$ cat src/rtl/pid_lock_sequencer.sv
// pid_lock_sequencer: triangle sweep, capture, PID hand-off and lock qualification.
// Optional HOLD-on-loss behaviour is compiled in with `define PID_LOCK_HOLD_EN.
module pid_lock_sequencer #(
    parameter int ADC_RES = 14,
    parameter int CNT_W   = 24
) (
    input  logic                      clk_i,
    input  logic                      rst_i,
    input  logic                      enable_i,
    input  logic signed [ADC_RES-1:0] dat_i,
    input  logic signed [ADC_RES-1:0] set_sp_i,
    input  logic signed [ADC_RES-1:0] pid_dat_i,
    input  logic signed [ADC_RES-1:0] sweep_min_i,
    input  logic signed [ADC_RES-1:0] sweep_max_i,
    input  logic        [ADC_RES-1:0] sweep_step_i,
    input  logic        [15:0]        sweep_div_i,
    input  logic        [ADC_RES-1:0] lock_thr_i,
    input  logic        [CNT_W-1:0]   lock_cnt_i,
    input  logic        [CNT_W-1:0]   unlock_cnt_i,
    output logic signed [ADC_RES-1:0] dat_o,
    output logic                      int_rst_o,
    output logic                      int_hold_o,
    output logic                      locked_o,
    output logic        [2:0]         state_o,
    output logic        [7:0]         relock_cnt_o
);

    localparam int W = ADC_RES + 1;

    typedef enum logic [2:0] {
        S_IDLE   = 3'd0,
        S_SWEEP  = 3'd1,
        S_ACQ    = 3'd2,
        S_LOCKED = 3'd3
`ifdef PID_LOCK_HOLD_EN
        , S_HOLD = 3'd4
`endif
    } state_t;

    state_t             r_state;
    logic [ADC_RES-1:0] r_ramp;
    logic               r_dir;
    logic [15:0]        r_div;
    logic [ADC_RES-1:0] r_off;
    logic [CNT_W-1:0]   r_in_cnt;
    logic [CNT_W-1:0]   r_out_cnt;
    logic [7:0]         r_relock;
    logic               r_in_win;
    logic [ADC_RES-1:0] r_dat;
    logic               r_int_rst;
    logic               r_locked;

    state_t             w_state_nxt;
    logic [ADC_RES-1:0] w_ramp_nxt;
    logic               w_dir_nxt;
    logic [15:0]        w_div_nxt;
    logic [ADC_RES-1:0] w_off_nxt;
    logic [CNT_W-1:0]   w_in_nxt;
    logic [CNT_W-1:0]   w_out_nxt;
    logic               w_relock_inc;
    logic [ADC_RES-1:0] w_dat_nxt;
    logic               w_int_rst_nxt;
    logic               w_locked_nxt;

    logic [W-1:0]       w_sp_x;
    logic [W-1:0]       w_dat_x;
    logic [W-1:0]       w_err;
    logic [W-1:0]       w_abs;
    logic               w_in_win;

    logic [W-1:0]       w_ramp_x;
    logic [W-1:0]       w_min_x;
    logic [W-1:0]       w_max_x;
    logic [W-1:0]       w_up;
    logic [W-1:0]       w_dn;
    logic [ADC_RES-1:0] w_ramp_step;
    logic               w_dir_step;

    logic [W-1:0]       w_sum;
    logic [ADC_RES-1:0] w_sat;

    logic [CNT_W:0]     w_in_inc;
    logic [CNT_W:0]     w_out_inc;
    logic               w_lock_hit;
    logic               w_unlock_hit;

    // Error is one bit wider than the inputs, so its magnitude never overflows.
    assign w_sp_x   = {set_sp_i[ADC_RES-1], set_sp_i};
    assign w_dat_x  = {dat_i[ADC_RES-1], dat_i};
    assign w_err    = w_sp_x - w_dat_x;
    assign w_abs    = w_err[W-1] ? (-w_err) : w_err;
    assign w_in_win = (w_abs <= {1'b0, lock_thr_i});

    assign w_ramp_x = {r_ramp[ADC_RES-1], r_ramp};
    assign w_min_x  = {sweep_min_i[ADC_RES-1], sweep_min_i};
    assign w_max_x  = {sweep_max_i[ADC_RES-1], sweep_max_i};
    assign w_up     = w_ramp_x + {1'b0, sweep_step_i};
    assign w_dn     = w_ramp_x - {1'b0, sweep_step_i};

    always_comb begin
        w_ramp_step = r_ramp;
        w_dir_step  = r_dir;
        if (sweep_step_i == '0 || sweep_min_i >= sweep_max_i) begin
            w_ramp_step = sweep_min_i;
            w_dir_step  = 1'b0;
        end else if (!r_dir) begin
            if ($signed(w_up) > $signed(w_max_x)) begin
                w_ramp_step = sweep_max_i;
                w_dir_step  = 1'b1;
            end else begin
                w_ramp_step = w_up[ADC_RES-1:0];
            end
        end else begin
            if ($signed(w_dn) < $signed(w_min_x)) begin
                w_ramp_step = sweep_min_i;
                w_dir_step  = 1'b0;
            end else begin
                w_ramp_step = w_dn[ADC_RES-1:0];
            end
        end
    end

    assign w_in_inc     = {1'b0, r_in_cnt} + (CNT_W + 1)'(1);
    assign w_out_inc    = {1'b0, r_out_cnt} + (CNT_W + 1)'(1);
    assign w_lock_hit   = (lock_cnt_i == '0)
                        || (r_in_win && (w_in_inc >= {1'b0, lock_cnt_i}));
    assign w_unlock_hit = !r_in_win
                        && (w_out_inc >= {1'b0, unlock_cnt_i});

    always_comb begin
        w_state_nxt  = r_state;
        w_ramp_nxt   = r_ramp;
        w_dir_nxt    = r_dir;
        w_div_nxt    = r_div;
        w_off_nxt    = r_off;
        w_in_nxt     = r_in_cnt;
        w_out_nxt    = r_out_cnt;
        w_relock_inc = 1'b0;
        unique case (r_state)
            S_IDLE: begin
                if (enable_i) begin
                    w_state_nxt = S_SWEEP;
                    w_ramp_nxt  = sweep_min_i;
                    w_dir_nxt   = 1'b0;
                end
            end
            S_SWEEP: begin
                if (r_in_win) begin
                    w_state_nxt = S_ACQ;
                    w_off_nxt   = r_ramp;
                end else if (r_div == sweep_div_i) begin
                    w_div_nxt  = '0;
                    w_ramp_nxt = w_ramp_step;
                    w_dir_nxt  = w_dir_step;
                end else begin
                    w_div_nxt = r_div + 16'd1;
                end
            end
`ifdef PID_LOCK_HOLD_EN
            S_ACQ, S_HOLD: begin
`else
            S_ACQ: begin
`endif
                w_in_nxt  = r_in_win ? w_in_inc[CNT_W-1:0] : '0;
                w_out_nxt = r_in_win ? '0 : w_out_inc[CNT_W-1:0];
                if (w_lock_hit) begin
                    w_state_nxt = S_LOCKED;
                end else if (w_unlock_hit) begin
                    w_state_nxt  = S_SWEEP;
                    w_ramp_nxt   = r_off;
                    w_relock_inc = 1'b1;
                end
            end
            S_LOCKED: begin
                w_out_nxt = r_in_win ? '0 : w_out_inc[CNT_W-1:0];
                if (w_unlock_hit) begin
`ifdef PID_LOCK_HOLD_EN
                    w_state_nxt  = S_HOLD;
`else
                    w_state_nxt  = S_SWEEP;
                    w_ramp_nxt   = r_off;
                    w_relock_inc = 1'b1;
`endif
                end
            end
            default: w_state_nxt = S_IDLE;
        endcase
        if (!enable_i) begin
            w_state_nxt  = S_IDLE;
            w_relock_inc = 1'b0;
        end
        if (w_state_nxt != r_state) begin
            w_in_nxt  = '0;
            w_out_nxt = '0;
            w_div_nxt = '0;
        end
    end

    // PID path uses the offset being captured this cycle, so the hand-off is seamless.
    assign w_sum = {w_off_nxt[ADC_RES-1], w_off_nxt}
                 + {pid_dat_i[ADC_RES-1], pid_dat_i};

    always_comb begin
        w_sat = w_sum[ADC_RES-1:0];
        if (w_sum[W-1] != w_sum[W-2]) begin
            w_sat = w_sum[W-1] ? {1'b1, {(ADC_RES-1){1'b0}}}
                               : {1'b0, {(ADC_RES-1){1'b1}}};
        end
    end

`ifdef PID_LOCK_HOLD_EN
    logic r_int_hold;
    logic w_int_hold_nxt;
`endif

    always_comb begin
        w_dat_nxt     = r_dat;
        w_int_rst_nxt = 1'b1;
        w_locked_nxt  = 1'b0;
`ifdef PID_LOCK_HOLD_EN
        w_int_hold_nxt = 1'b0;
`endif
        unique case (w_state_nxt)
            S_IDLE:  w_dat_nxt = sweep_min_i;
            S_SWEEP: w_dat_nxt = w_ramp_nxt;
            S_ACQ: begin
                w_dat_nxt     = w_sat;
                w_int_rst_nxt = 1'b0;
            end
            S_LOCKED: begin
                w_dat_nxt     = w_sat;
                w_int_rst_nxt = 1'b0;
                w_locked_nxt  = 1'b1;
            end
`ifdef PID_LOCK_HOLD_EN
            S_HOLD: begin
                w_int_rst_nxt  = 1'b0;
                w_int_hold_nxt = 1'b1;
            end
`endif
            default: w_dat_nxt = sweep_min_i;
        endcase
    end

    always_ff @(posedge clk_i or posedge rst_i) begin
        if (rst_i) begin
            r_state   <= S_IDLE;
            r_ramp    <= '0;
            r_dir     <= 1'b0;
            r_div     <= '0;
            r_off     <= '0;
            r_in_cnt  <= '0;
            r_out_cnt <= '0;
            r_relock  <= '0;
            r_in_win  <= 1'b0;
            r_dat     <= '0;
            r_int_rst <= 1'b1;
            r_locked  <= 1'b0;
        end else begin
            r_state   <= w_state_nxt;
            r_ramp    <= w_ramp_nxt;
            r_dir     <= w_dir_nxt;
            r_div     <= w_div_nxt;
            r_off     <= w_off_nxt;
            r_in_cnt  <= w_in_nxt;
            r_out_cnt <= w_out_nxt;
            r_in_win  <= w_in_win;
            r_dat     <= w_dat_nxt;
            r_int_rst <= w_int_rst_nxt;
            r_locked  <= w_locked_nxt;
            if (w_relock_inc && r_relock != 8'hFF) begin
                r_relock <= r_relock + 8'd1;
            end
        end
    end

`ifdef PID_LOCK_HOLD_EN
    always_ff @(posedge clk_i or posedge rst_i) begin
        if (rst_i) begin
            r_int_hold <= 1'b0;
        end else begin
            r_int_hold <= w_int_hold_nxt;
        end
    end

    assign int_hold_o = r_int_hold;
`else
    assign int_hold_o = 1'b0;
`endif

    assign dat_o        = r_dat;
    assign int_rst_o    = r_int_rst;
    assign locked_o     = r_locked;
    assign state_o      = r_state;
    assign relock_cnt_o = r_relock;

endmodule
$ cat config.mk
export PLATFORM = sky130hd
export DESIGN_NAME = pid_lock_sequencer
export DESIGN_NICKNAME = d
export VERILOG_FILES = /design/src/rtl/pid_lock_sequencer.sv
export SDC_FILE = /design/constraint.sdc
export NUM_CORES = 1
export LEC_CHECK = 0
export ABC_AREA = 1
export CELL_PAD_IN_SITES_DETAIL_PLACEMENT = 0
export CELL_PAD_IN_SITES_GLOBAL_PLACEMENT = 1
export CORE_ASPECT_RATIO = 1.1
export CORE_MARGIN = 3
export CORE_UTILIZATION = 40
export CTS_CLUSTER_SIZE = 40
export DETAILED_ROUTE_END_ITERATION = 8
export HOLD_SLACK_MARGIN = 0.15
export PLACE_DENSITY_LB_ADDON = 0.08
export SYNTH_ARGS = -nofsm -noshare
export SYNTH_HDL_FRONTEND = slang
export SYNTH_SLANG_ARGS = --single-unit
$ cat constraint.sdc
create_clock -name clk_i -period 4.57 [get_ports clk_i]
set_input_delay 0.914 -clock clk_i [delete_from_list [all_inputs] [get_ports clk_i]]
set_output_delay 0.914 -clock clk_i [all_outputs]
set_load 0.02 [all_outputs]
== After elaboration in Yosys (flattened, before gate mapping) ==
Index checks and enable logic that the tools add are counted.

* Register bits after elaboration: 121
* Bits of input ports: 165
* Output and inout bits: 28
* Word-level logic and storage cells: 103

* $add $sub $neg: 9
* Order comparisons: 6
* Equal/unequal tests: 14
* Muxes and demuxes: 45
* Reductions and logical operators: 17

{| class="wikitable"
|+ Operator list
! operator !! number
|-
| two-way mux 14 bit || 13
|-
| two-way mux 24 bit || 6
|-
| two-way mux 16 bit || 4
|-
| one-hot mux 14 bit (4 select lines) || 1
|-
| adder 24 x 1 -> 25 bit (second input constant) || 2
|-
| greater-or-equal comparator 25 x 24 -> 1 bit || 2
|-
| one-hot mux 14 bit (2 select lines) || 1
|-
| zero test 24 bit || 1
|-
| adder 16 x 1 -> 16 bit (second input constant) || 1
|-
| == test 16 bit || 1
|-
| adder 14 x 14 -> 15 bit || 1
|-
| adder 15 x 14 -> 15 bit || 1
|-
| greater-than comparator 15 x 14 -> 1 bit || 1
|-
| less-or-equal comparator 15 x 14 -> 1 bit || 1
|-
| less-than comparator 15 x 14 -> 1 bit || 1
|-
| two-way mux 15 bit || 1
|-
| negation 15 bit || 1
|-
| subtractor 14 x 14 -> 15 bit || 1
|-
| subtractor 15 x 14 -> 15 bit || 1
|-
| greater-or-equal comparator 14 bit || 1
|-
| zero test 14 bit || 1
|-
| == test 3 x 2 -> 1 bit (second input constant) || 4
|-
| two-way mux 1 bit || 12
|-
| two-way mux 3 bit || 4
|-
| other kinds (17) || 28
|}

== Longest topological paths before layout ==
* Depth in word-level cells: 10
* Gate-level depth with buffers: 33
* Mapped depth without buffers: 32

== Worst setup path before layout ==
Ideal clock, no wire load.

* Path type: in2reg
* Start point: input sweep_step_i[0]
* End point: register r_dat[6], in the netlist dat_o[6]
* Library setup time: 0.124 ns
* Arrival: 4.204 ns
* Required time: 4.446 ns
* Slack: 0.242 ns
* Stages on the path: 28
* Buffers on the path: 1
* Cell sequence: ha_1 > fa_1 > o21ai_0 > nand2_1 > nand2_1 > nand4_1 > nand3_1 > nand2_1 > nand2_1 > a21oi_1 > xor2_1 > ha_1 > nand2_1 > nor4_1 > o21ai_0 > nand3_1 > nand3_1 > inv_1 > buf_2 > nand2_1 > nand2_1 > nand2_1 > nand2_1 > nand3_1 > nand2_1 > nand2_1 > nand2_1 > nand3_1

* Cells in the longest elaborated chain, start to end: 9
* Elaborated cells on any way between the ends: 14
* Classes of those cells: 2 x add/sub; 2 x order compare; 8 x mux; 2 x reduce/logical

{| class="wikitable"
|+ Ends and longest elaborated chain
! what !! RTL line !! RTL
|-
| start, declared || 15 || <nowiki>input logic [ADC_RES-1:0] sweep_step_i,</nowiki>
|-
| adder 15 x 14 -> 15 bit / subtractor 15 x 14 -> 15 bit (equally long branches) || 97, 98 ||
|-
| greater-than comparator 15 x 14 -> 1 bit / less-than comparator 15 x 14 -> 1 bit (equally long branches) || 107, 114 ||
|-
| two-way mux 14 bit (on tied branches) || 107, 114 ||
|-
| two-way mux 14 bit || 106 || <nowiki>end else if (!r_dir) begin</nowiki>
|-
| two-way mux 14 bit * || 103 || <nowiki>if (sweep_step_i == '0 || sweep_min_i >= sweep_max_i) begin</nowiki>
|-
| two-way mux 14 bit * || 151 || <nowiki>end else if (r_div == sweep_div_i) begin</nowiki>
|-
| two-way mux 14 bit * || 148 || <nowiki>if (r_in_win) begin</nowiki>
|-
| one-hot mux 14 bit (4 select lines) * || 139 || <nowiki>unique case (r_state)</nowiki>
|-
| net w_ramp_nxt[6] || 54 || <nowiki>logic [ADC_RES-1:0] w_ramp_nxt;</nowiki>
|-
| one-hot mux 14 bit (2 select lines) * || 223 || <nowiki>unique case (w_state_nxt)</nowiki>
|-
| net w_dat_nxt[6] || 61 || <nowiki>logic [ADC_RES-1:0] w_dat_nxt;</nowiki>
|-
| end signal, assigned || 268 || <nowiki>r_dat <= w_dat_nxt;</nowiki>
|-
| end, declared || 49 || <nowiki>logic [ADC_RES-1:0] r_dat;</nowiki>
|}

Mark *: on every way through the listed nets, which the timed path passes. The rest lies on a longest branch.
A chain may end at the register's enable or synchronous reset.

== Worst setup path in the final report ==
* Start point: input sweep_step_i[2]
* End point: register r_dat[2], in the netlist dat_o[2]

Same word-level chain as after synthesis.

==> flow_summary.yaml <==
placement:
  port_buffers: 191
  postPlaceCellArea_um2: 16900
  place.gp.congestion: 0.924
  detailed_place_hpwl_um: 33400
floorplanning:
  ios: 193
  rows: 70
  initial_core_util_pct: 40.7
  fp.dieH_um: 199
  dieArea_um2: 36100
  die_x_um: 181
  design.core.area_um2: 33300
global_routing:
  grt.busiest_layer: "met2"
  grt-ovfl-total: 0
  grt_usage_pct: 22.6
  grt_max_degree: 65
  grt_use_met2_pct: 38.7
  grt_pass1_wl_um: 66600
  met1_usage_pct: 29.7
  first_global_vias: 13300
  antenna_found_initial: 0
  grtUsageMet3_pct: 3.15
clocking:
  clockBufferDepth: 2
  clock-sinks: 121
  clk_pin_slew_ps: 60
  clock_latency_ps: 440
  h-tree-depth: 4
  root_buffer: "clkbuf_16"
  cts_buffers: 17
  cts_tree: "done"
timing:
  finalSetupViolations: 0
  slew_headroom_pct: 42.1
  finClkSkew_ps: 14.9
  slew_violations: 0
  clock.fmax_ghz: 0.234
  hold_viol_final: 0
  fin_crit_ps: 4260
  fin_crit_sh_pct: 93.3
  whs_ps: 532
  tightest_slew_ps: 868
setup_path:
  critPathCaptureType: "flip-flop"
  crit_fanout: 13
  cp_common_cell: "nand2_1"
  slowest_delay_ps: 480
  critPathKind: "in -> reg"
  start_kind: "input pin"
  cpMaxStageDelayCell: "clkdlybuf4s50_1"
  arrival_ps: 4580
  crit_required_ps: 4880
finish:
  fin_area_um2: 18300
  finalNetCount: 2666
  diodes: 0
  layout-drive-gt1-share_pct: 15.5
  syn2layout_area_growth_pct: 34.8
synth:
  ys_seq_area_share_pct: 22.4
  synthXorXnorAreaFrac_pct: 8.34
  synth_compound_area_share_pct: 10.6
  synth-main-ff-cell: "dfrtp_1"
  synthMuxAreaShare_pct: 0.0739
  yosysWarnings: 0
  synth_edf_count: 0
  synth-simple-area-share_pct: 31.5
  synth_cells: 1991
  yosysMostFrequentCell: "nand2_1"
  yosysUniqueCellTypes: 53
  synth_top_cell_by_area: "dfrtp_1"
  synth_top_family_by_area: "simple AND/OR/NAND/NOR gates"
  avgSynthCellArea_um2: 6.80
  netlist_area_um2: 13500
  synth_commonest_cells: "nand2_1, inv_1, ha_1"
  synth_top_cell_area_share_pct: 22.2
  synth_fa_ha_area_share_pct: 15.9
  synth_seq_cells: 121
  synthArstFlopShare_pct: 100
  synthTopCellsByArea: "dfrtp_1, ha_1, nand2_1, inv_1, xor2_1"
routing:
  num_vias: 13900
  vias_per_cell: 5.01
  routed_wl_um: 42600
  postRouteAntennaNets: 0
  dr.pass1.iters: 6
  drc: 0
  drtIter0Drc: 751
  wire_per_inst_um: 15.4
power_and_ir_drop:
  p_seq_share_pct: 21.9
  p_switching_mw: 2.45
  p_per_area_nw_per_um2: 322
  peakVddDrop_v: 0.000297
  pwr-share-clk_pct: 23.8
  p_leak_nw: 9.23
  internal-power_mw: 3.42
  p_comb_share_pct: 54.3
  swShare_pct: 41.8
worst_hold_path:
  hold_path_class: "reg -> reg"
job:
  maxCapViolCount: 0
outcome:
  status: "finished clean"
==> metrics by stage <==
stage	utilization (%)	setup TNS (ps)	setup WS [ps]	cells	total power [mW]
2_1_floorplan	-	0	242	1992	3.17
3_3_place_gp	50.8	-9040	-397	2715	4.26
3_5_place_dp	50.8	-11520	-493	2715	4.29
4_1_cts	52.6	0	10.6	2747	5.72
5_1_grt	54.8	-1160	-38.9	2776	6.36
6_report	54.8	0	305	2776	5.87
==> state kept, by name (all words and copies together) (netlist names) <==
| register | cells |
|---|---|
| locked_o | 1 |
| r_dir | 1 |
| state_o | 3 |
| r_off | 14 |
| int_rst_o | 1 |
| r_in_win | 1 |
| r_div | 16 |
| r_ramp | 14 |
| dat_o | 14 |
| relock_cnt_o | 8 |
| r_in_cnt | 24 |
| r_out_cnt | 24 |
==> layer usage <==
metal  vias to the layer above  routed length, um
li1                       7184                  -
met1                      6412              19800
met2                       278              20600
met3                        43               1380
met4                         0                854
met5                         -                  0
==> power by group through the flow <==
stage / Combinational [mW] / Sequential [mW] / Clock [mW]
after floorplan: 1.89 / 1.28 / 0
after detailed placement: 2.98 / 1.30 / 0
after CTS: 3.00 / 1.29 / 1.43
after global placement: 2.96 / 1.30 / 0
final: 3.19 / 1.29 / 1.40
after global routing: 3.58 / 1.30 / 1.47
==> area by class of cell <==
class                   instances  area (um2)
fillers                      3359       15000
flip-flops and latches        121        3030
repair buffers                377        3500
clock buffers                  18         439
inverters                     311        1180
multi-input cells            1503        9400
clock inverters                14         161
well taps                     432         541
==> final timing paths <==
kind,cells past startpoint,to,startpoint,slack [ps]
worst max-delay path,32,dat_o[2],sweep_step_i[2],310
worst min-delay path,1,relock_cnt_o[2],relock_cnt_o[2],530
worst min register to register,1,relock_cnt_o[2],relock_cnt_o[2],530
max in group asynchronous,3,int_rst_o,rst_i,2700
min in group asynchronous,2,relock_cnt_o[2],rst_i,990
worst max register to register,31,r_in_cnt[8],r_in_cnt[1],320
==> cell families after synthesis <==
| kind of cell | count (synthesis) |
|---|---|
| other | 1 |
| buffers and inverters | 368 |
| flip-flops | 121 |
| XOR/XNOR | 129 |
| multiplexers | 1 |
| AO/OA/AOI/OAI | 261 |
| adder cells (fa/ha/maj) | 170 |
| AND/OR/NAND/NOR | 940 |
==> repair_timing <==
action	in CTS	in global routing
endpoints found under the setup margin	8	97
buffers inserted	0	23
hold buffers	0	0
gates cloned	0	7
pin swaps	0	42
resized for setup	1	106
==> layout by cell type (no fill, tap or decap), drive strengths merged, types with 5 or more instances in the layout <==
cell           count
nand2            526
inv              314
clkdlybuf4s50    188
buf              182
ha               166
a21oi            148
nor2             138
nand3            131
dfrtp            120
xor2              86
nand4             83
o21ai             61
xnor2             43
nor3              38
clkbuf            22
o211ai            20
nand3b             9
nor4               9
o21bai             6
a31oi              6
clkinv             5
==> critical path, delay by kind of cell <==
family,cells,cell delay (ps)
AND/OR/NAND/NOR,21,1720
AO/OA/AOI/OAI,2,380
buffers and inverters,7,1010
adder cells (fa/ha/maj),2,550
No activity file was read; power rests on OpenSTA's default activity.
